[src/rtl/booth_r4_pkg.sv]
// Shared constants for the radix-4 Booth multiplier: FSM encoding and Booth select codes.
// Booth select codes reuse the divider's {sign, digit} quotient encoding.
package booth_r4_pkg;

    localparam logic [1:0] IDLE   = 2'b00;
    localparam logic [1:0] ITER   = 2'b01;
    localparam logic [1:0] FINISH = 2'b10;

    typedef enum logic [1:0] {
        ST_IDLE   = IDLE,
        ST_ITER   = ITER,
        ST_FINISH = FINISH
    } state_t;

    // {neg, sel[1:0]}: sel=1 selects M, sel=2 selects 2M
    localparam logic [2:0] ZERO = 3'b000;
    localparam logic [2:0] POS1 = 3'b001;
    localparam logic [2:0] POS2 = 3'b010;
    localparam logic [2:0] NEG1 = 3'b101;
    localparam logic [2:0] NEG2 = 3'b110;

    function automatic int cnt_width(input int dw);
        return $clog2(dw / 2 + 2);
    endfunction

endpackage

[src/rtl/booth_r4_mul_if.sv]
// Start/finish handshake bus of the Booth multiplier.
// BOOTH_R4_SIGNED_EN adds the mul_signed request bit.
interface booth_r4_mul_if #(
    parameter int DW = 32
);
    logic              start;
    logic [DW-1:0]     multiplicand;
    logic [DW-1:0]     multiplier;
`ifdef BOOTH_R4_SIGNED_EN
    logic              mul_signed;
`endif
    logic [2*DW-1:0]   product;
    logic              mulfinish;
    logic              busy;

    modport master (
        output start, multiplicand, multiplier,
`ifdef BOOTH_R4_SIGNED_EN
        output mul_signed,
`endif
        input  product, mulfinish, busy
    );

    modport slave (
        input  start, multiplicand, multiplier,
`ifdef BOOTH_R4_SIGNED_EN
        input  mul_signed,
`endif
        output product, mulfinish, busy
    );
endinterface

[src/rtl/booth_r4_encoder.sv]
// Radix-4 Booth digit encoder: turns a 3-bit multiplier window into a signed
// partial product (0, +-M, +-2M) in DW+4 bits plus its select code.
module booth_r4_encoder
    import booth_r4_pkg::*;
#(
    parameter int DW = 32
) (
    input  logic [2:0]             mr_bits,
    input  logic [DW+1:0]          m,
    output logic signed [DW+3:0]   pp,
    output logic [2:0]             sel
);
    logic signed [DW+3:0] m1;
    logic signed [DW+3:0] m2;
    logic signed [DW+3:0] mag;

    assign m1 = {{2{m[DW+1]}}, m};
    assign m2 = m1 <<< 1;

    always_comb begin
        sel = ZERO;
        unique case (mr_bits)
            3'b001, 3'b010: sel = POS1;
            3'b011:         sel = POS2;
            3'b100:         sel = NEG2;
            3'b101, 3'b110: sel = NEG1;
            default:        sel = ZERO;
        endcase
        mag = sel[1] ? m2 : (sel[0] ? m1 : '0);
        pp  = sel[2] ? -mag : mag;
    end
endmodule

[src/rtl/booth_r4_mul.sv]
// Iterative radix-4 Booth multiplier, 2 multiplier bits per cycle, full 2*DW product.
// Define BOOTH_R4_SIGNED_EN to add signed (two's-complement) operation via mul_signed.
module booth_r4_mul
    import booth_r4_pkg::*;
#(
    parameter int DW = 32
) (
    input  logic                 clk,
    input  logic                 rst_n,
    booth_r4_mul_if.slave        bus
);
    localparam int CW = cnt_width(DW);
    localparam int W  = 2 * DW + 7;

    state_t                state_q, state_d;
    logic [DW+1:0]         m_q;
    logic [DW+2:0]         mr_q;
    logic signed [DW+3:0]  acc_q;
    logic [CW-1:0]         cnt_q;
    logic [2*DW-1:0]       product_q;

    logic                  sext;
    logic                  op_zero;
    logic                  last_iter;
    logic signed [DW+3:0]  pp;
    logic [2:0]            bsel;
    logic signed [DW+3:0]  acc_sum;
    logic [W-1:0]          shifted;

`ifdef BOOTH_R4_SIGNED_EN
    assign sext = bus.mul_signed;
`else
    assign sext = 1'b0;
`endif

    assign op_zero   = (bus.multiplicand == '0) || (bus.multiplier == '0);
    assign last_iter = (cnt_q == CW'(DW / 2));

    booth_r4_encoder #(.DW(DW)) u_enc (
        .mr_bits (mr_q[2:0]),
        .m       (m_q),
        .pp      (pp),
        .sel     (bsel)
    );

    // Zero digits leave the accumulator untouched; shift keeps the sign of acc.
    assign acc_sum = (bsel == ZERO) ? acc_q : acc_q + pp;
    assign shifted = W'($signed({acc_sum, mr_q}) >>> 2);

    always_comb begin
        state_d = state_q;
        unique case (state_q)
            ST_IDLE:   if (bus.start) state_d = op_zero ? ST_FINISH : ST_ITER;
            ST_ITER:   if (last_iter) state_d = ST_FINISH;
            ST_FINISH: state_d = ST_IDLE;
            default:   state_d = ST_IDLE;
        endcase
    end

    always_ff @(posedge clk or negedge rst_n) begin
        if (!rst_n) state_q <= ST_IDLE;
        else        state_q <= state_d;
    end

    always_ff @(posedge clk or negedge rst_n) begin
        if (!rst_n) begin
            m_q       <= '0;
            mr_q      <= '0;
            acc_q     <= '0;
            cnt_q     <= '0;
            product_q <= '0;
        end else begin
            unique case (state_q)
                ST_IDLE: begin
                    if (bus.start) begin
                        if (op_zero) begin
                            product_q <= '0;
                        end else begin
                            m_q   <= {{2{sext & bus.multiplicand[DW-1]}}, bus.multiplicand};
                            mr_q  <= {{2{sext & bus.multiplier[DW-1]}}, bus.multiplier, 1'b0};
                            acc_q <= '0;
                            cnt_q <= '0;
                        end
                    end
                end
                ST_ITER: begin
                    acc_q <= shifted[W-1:DW+3];
                    mr_q  <= shifted[DW+2:0];
                    cnt_q <= cnt_q + CW'(1);
                    // Low 2*DW bits of {acc, mr[DW+2:1]} after the final shift.
                    if (last_iter) product_q <= shifted[2*DW:1];
                end
                default: ;
            endcase
        end
    end

    assign bus.product   = product_q;
    assign bus.mulfinish = (state_q == ST_FINISH);
    assign bus.busy      = (state_q == ST_ITER);
endmodule

[src/flat_wrapper.sv]
// flat-port wrapper written by rule: the top's interface ports become plain ports
module booth_r4_mul_flat import booth_r4_pkg::*;
#(
    parameter int DW = 32
)
  (clk, rst_n, bus_start, bus_multiplicand, bus_multiplier, bus_product, bus_mulfinish, bus_busy);
  booth_r4_mul_if #(.DW(DW)) bus_i ();
  input  logic clk;
  input  logic rst_n;
  input wire logic [$bits(bus_i.start)-1:0] bus_start;
  input wire logic [$bits(bus_i.multiplicand)-1:0] bus_multiplicand;
  input wire logic [$bits(bus_i.multiplier)-1:0] bus_multiplier;
  output wire logic [$bits(bus_i.product)-1:0] bus_product;
  output wire logic [$bits(bus_i.mulfinish)-1:0] bus_mulfinish;
  output wire logic [$bits(bus_i.busy)-1:0] bus_busy;
  assign bus_i.start = bus_start;
  assign bus_i.multiplicand = bus_multiplicand;
  assign bus_i.multiplier = bus_multiplier;
  assign bus_product = bus_i.product;
  assign bus_mulfinish = bus_i.mulfinish;
  assign bus_busy = bus_i.busy;
  booth_r4_mul #(.DW(DW)) u_core (.clk(clk), .rst_n(rst_n), .bus(bus_i));
endmodule
[config.mk]
export PLATFORM = sky130hd
export DESIGN_NAME = booth_r4_mul_flat
export DESIGN_NICKNAME = d
export VERILOG_FILES = /design/src/rtl/booth_r4_pkg.sv /design/src/rtl/booth_r4_mul_if.sv /design/src/rtl/booth_r4_encoder.sv /design/src/rtl/booth_r4_mul.sv /design/src/flat_wrapper.sv
export SDC_FILE = /design/constraint.sdc
export NUM_CORES = 1
export LEC_CHECK = 0
export ABC_AREA = 1
export CORE_AREA = 2 2 156 158
export CTS_CLUSTER_DIAMETER = 100
export DETAILED_ROUTE_END_ITERATION = 12
export DIE_AREA = 0 0 158 160
export GPL_TIMING_DRIVEN = 0
export PLACE_DENSITY = 0.69
export SETUP_SLACK_MARGIN = 0.1
export SYNTH_ARGS = -nofsm -noshare
export SYNTH_HDL_FRONTEND = slang
export SYNTH_SLANG_ARGS = --single-unit
[constraint.sdc]
create_clock -name clk -period 5.8 [get_ports clk]
set_input_delay 1.16 -clock clk [delete_from_list [all_inputs] [get_ports clk]]
set_output_delay 1.16 -clock clk [all_outputs]
set_load 0.005 [all_outputs]
==> run summary <==
Worst setup SP type: register
DR DRC count: 0
max-capacitance violation count: 0
# setup viols final: 0
port buffer count: 132
largest net degree at the start of global routing: 92
worst-margin pin slew: 0.850 ns
Syn Area/Cell: 7.17 um^2
post-cts gate resize count: 0
WL final: 37700 um
Clock Sinks: 172
Primary FF master, synth: dfrtp_1
multi-input logic area: 5940 um^2
cell count after synthesis: 1548
Synth warnings: 0
Crit path largest cell delay: 0.69 ns
Initial Util: 46.6%
post-route ant nets: 0
DR WL/cell: 18.5 um
GRT Util Overall: 30.0%
Max H-tree Level: 4
Vias/cell: 5.46
Post-Syn Area: 11100 um^2
Setup Skew: 0.0289 ns
status: completed
CTS tree: built
Filler Cell Count: 2350
post-layout min period: 4.95 ns
# rows: 57
Max Fclk: 0.202 GHz
Crit-path slowest cell: o21ai_0
Critical Path, Cell by Cell: nand2_2 -> clkinv_2 -> nor2_1 -> inv_1 -> clkbuf_1 -> nor2_1 -> xor2_1 -> ha_1 -> nand2_1 -> nor3_1 -> a21oi_1 -> o21ai_0 -> nand3_1 -> nand3_1 -> nand2_1 -> o21ai_0 -> o21ai_0
first-pass GRT wire length: 58000 um
CP most frequent cell: o21ai_0
DIE HEIGHT: 160 um
layout cells sized above 1: 6.77%
Syn Nets: 1654
worst-path fanout max: 10
vias in the first global route: 10300
Core ar.: 23800 um^2
post-DP HPWL: 30200 um
CP Data Arrival Time: 5.24 ns
NumNets Final: 1806
antenna violations before repair: 0
total grt overflow: 0
FFs w/ async S/R, synth: 100%
Netlist cell types: 47
largest buffer count on any clock path: 2
post-synthesis sequential area ratio: 38.8%
vias post-DR: 11100
Die W: 158 um
#FFs+latches synth: 172
synthesis-to-layout area growth: 21.7%
initial DRC count: 920
WP data required: 6.09 ns
ANT cells: 0
Post-CTS Setup Inserts: 0
CTS buffer count: 17
DIE AREA: 25300 um^2
relative slew slack: 42.8%
unrepaired setup endpoints after global routing: no
final number of hold-violating endpoints: 0
critical path class: reg2reg
worst hold slack: 0.480 ns
crit path capture type: register
EDFF count, synth: 0
Worst-path clk slew: 0.08 ns
worst skew pair latency: 0.46 ns
First-pass DRT Iterations: 5
Ports: 133
sequential standard cell area: 4300 um^2
GPL Wtd Cong: 0.997
Post-CTS Hold Buffers: 0
Tcrit/Tclk final: 85.3%
Hold/Removal Path Class: reg2reg
CTS Root Buffer Type: clkbuf_16
Pins Over Slew Limit: 0
[sequential cells by signal, indices dropped and copies added (netlist names)]
name                count
u_core.cnt_q            5
u_core.mr_q            35
u_core.bus.product     64
u_core.state_q          2
u_core.m_q             32
u_core.acc_q           34
[worst paths after layout]
path,start,endpoint,slack (ns),depth (start not counted)
worst min register to register,u_core.bus.product[8]$_DFFE_PN0P_,u_core.bus.product[8]$_DFFE_PN0P_,0.48,2
worst max register to register,u_core.mr_q[1]$_DFFE_PN0P_,u_core.bus.product[61]$_DFFE_PN0P_,0.85,17
min in group asynchronous,rst_n,u_core.bus.product[23]$_DFFE_PN0P_,0.69,1
worst min-delay path,u_core.bus.product[8]$_DFFE_PN0P_,u_core.bus.product[8]$_DFFE_PN0P_,0.48,2
max in group asynchronous,rst_n,u_core.bus.product[61]$_DFFE_PN0P_,4.23,2
worst max-delay path,u_core.mr_q[1]$_DFFE_PN0P_,u_core.bus.product[61]$_DFFE_PN0P_,0.85,17
[synthesized netlist by cell type, types with 4 or more instances]
library cell	count	area, um^2
nand4_1	18	113
xor2_1	18	158
inv_1	161	604
nor2_1	121	454
nand3_1	92	460
nor3_1	12	60.1
o21a_1	9	67.6
o21bai_1	7	52.6
or2_2	7	43.8
ha_1	38	475
nor4_1	11	68.8
dfrtp_1	172	4300
nand2_2	23	144
nand3_2	4	40.0
nand2_4	7	78.8
xnor2_1	18	158
a21oi_1	79	395
o211ai_1	38	285
nor2_4	6	67.6
buf_2	14	70.1
nor2_2	6	37.5
o21ai_0	131	656
a31oi_1	6	37.5
nand2_1	473	1780
a21o_1	5	37.5
clkbuf_1	37	139
[final cells by class]
class                   count  area share (%)
repair buffers            133            10.0
well taps                 324            3.00
inverters                 163            4.54
clock buffers              17            3.15
plain buffers              56            1.85
flip-flops and latches    172            31.9
multi-input cells        1157            43.9
clock inverters            15            1.63
[stage by stage]
step / worst slack, ns / cell area [um^2] / TNS [ns] / instances / utilization (%)
after floorplan: 2.36 / 11100 / 0 / 1548 / -
after global placement: -3.60 / 12800 / -616.09 / 2004 / 53.9
after detailed placement: 0.974 / 12900 / 0 / 2005 / 54.0
after CTS: 0.954 / 13500 / 0 / 2037 / 56.7
after global routing: 0.531 / 13500 / 0 / 2037 / 56.7
final: 0.853 / 13500 / 0 / 2037 / 56.7
[placed cells by master, fill, tap and decap left out, drive strengths merged, types with 3 or more instances in the layout]
cell	netlist	routed
nand2	503	503
dfrtp	172	172
inv	162	167
o21ai	137	137
nor2	134	134
clkdlybuf4s50	0	131
nand3	97	97
a21oi	79	79
clkbuf	37	54
o211ai	38	38
ha	38	38
buf	19	21
xor2	18	18
nand4	18	18
xnor2	18	18
nor3	13	13
nor4	11	11
clkinv	1	10
o21a	9	9
o21bai	8	8
or2	7	7
a31oi	6	6
a21o	5	5
o31ai	4	4
o221ai	3	3
[critical path, delay by kind of cell (launching register included)]
kind	cells	cell delay, ns
XOR/XNOR	1	0.35
flip-flops	1	0.51
AO/OA/AOI/OAI	4	1.52
buffers and inverters	3	0.60
adder cells (fa/ha/maj)	1	0.26
AND/OR/NAND/NOR	8	1.54
[metal layers]
layer  global-route usage [%]  wire length (um)
met5                        0                 0
met4                     9.50              1150
met1                     42.9             17000
met3                     3.58              2020
met2                     47.6             17500
[cell families after synthesis]
| kind of cell | after synthesis | share of synthesized area, % |
|---|---|---|
| xor+xnor | 36 | 2.84 |
| buf+inv | 219 | 7.78 |
| compound gates | 295 | 15.3 |
| simple gates | 787 | 30.8 |
| flops | 172 | 38.8 |
| fa+ha+maj | 39 | 4.46 |
Power is not shown: default switching activity piles up to over one toggle a cycle in this logic, so the estimate is an artifact.
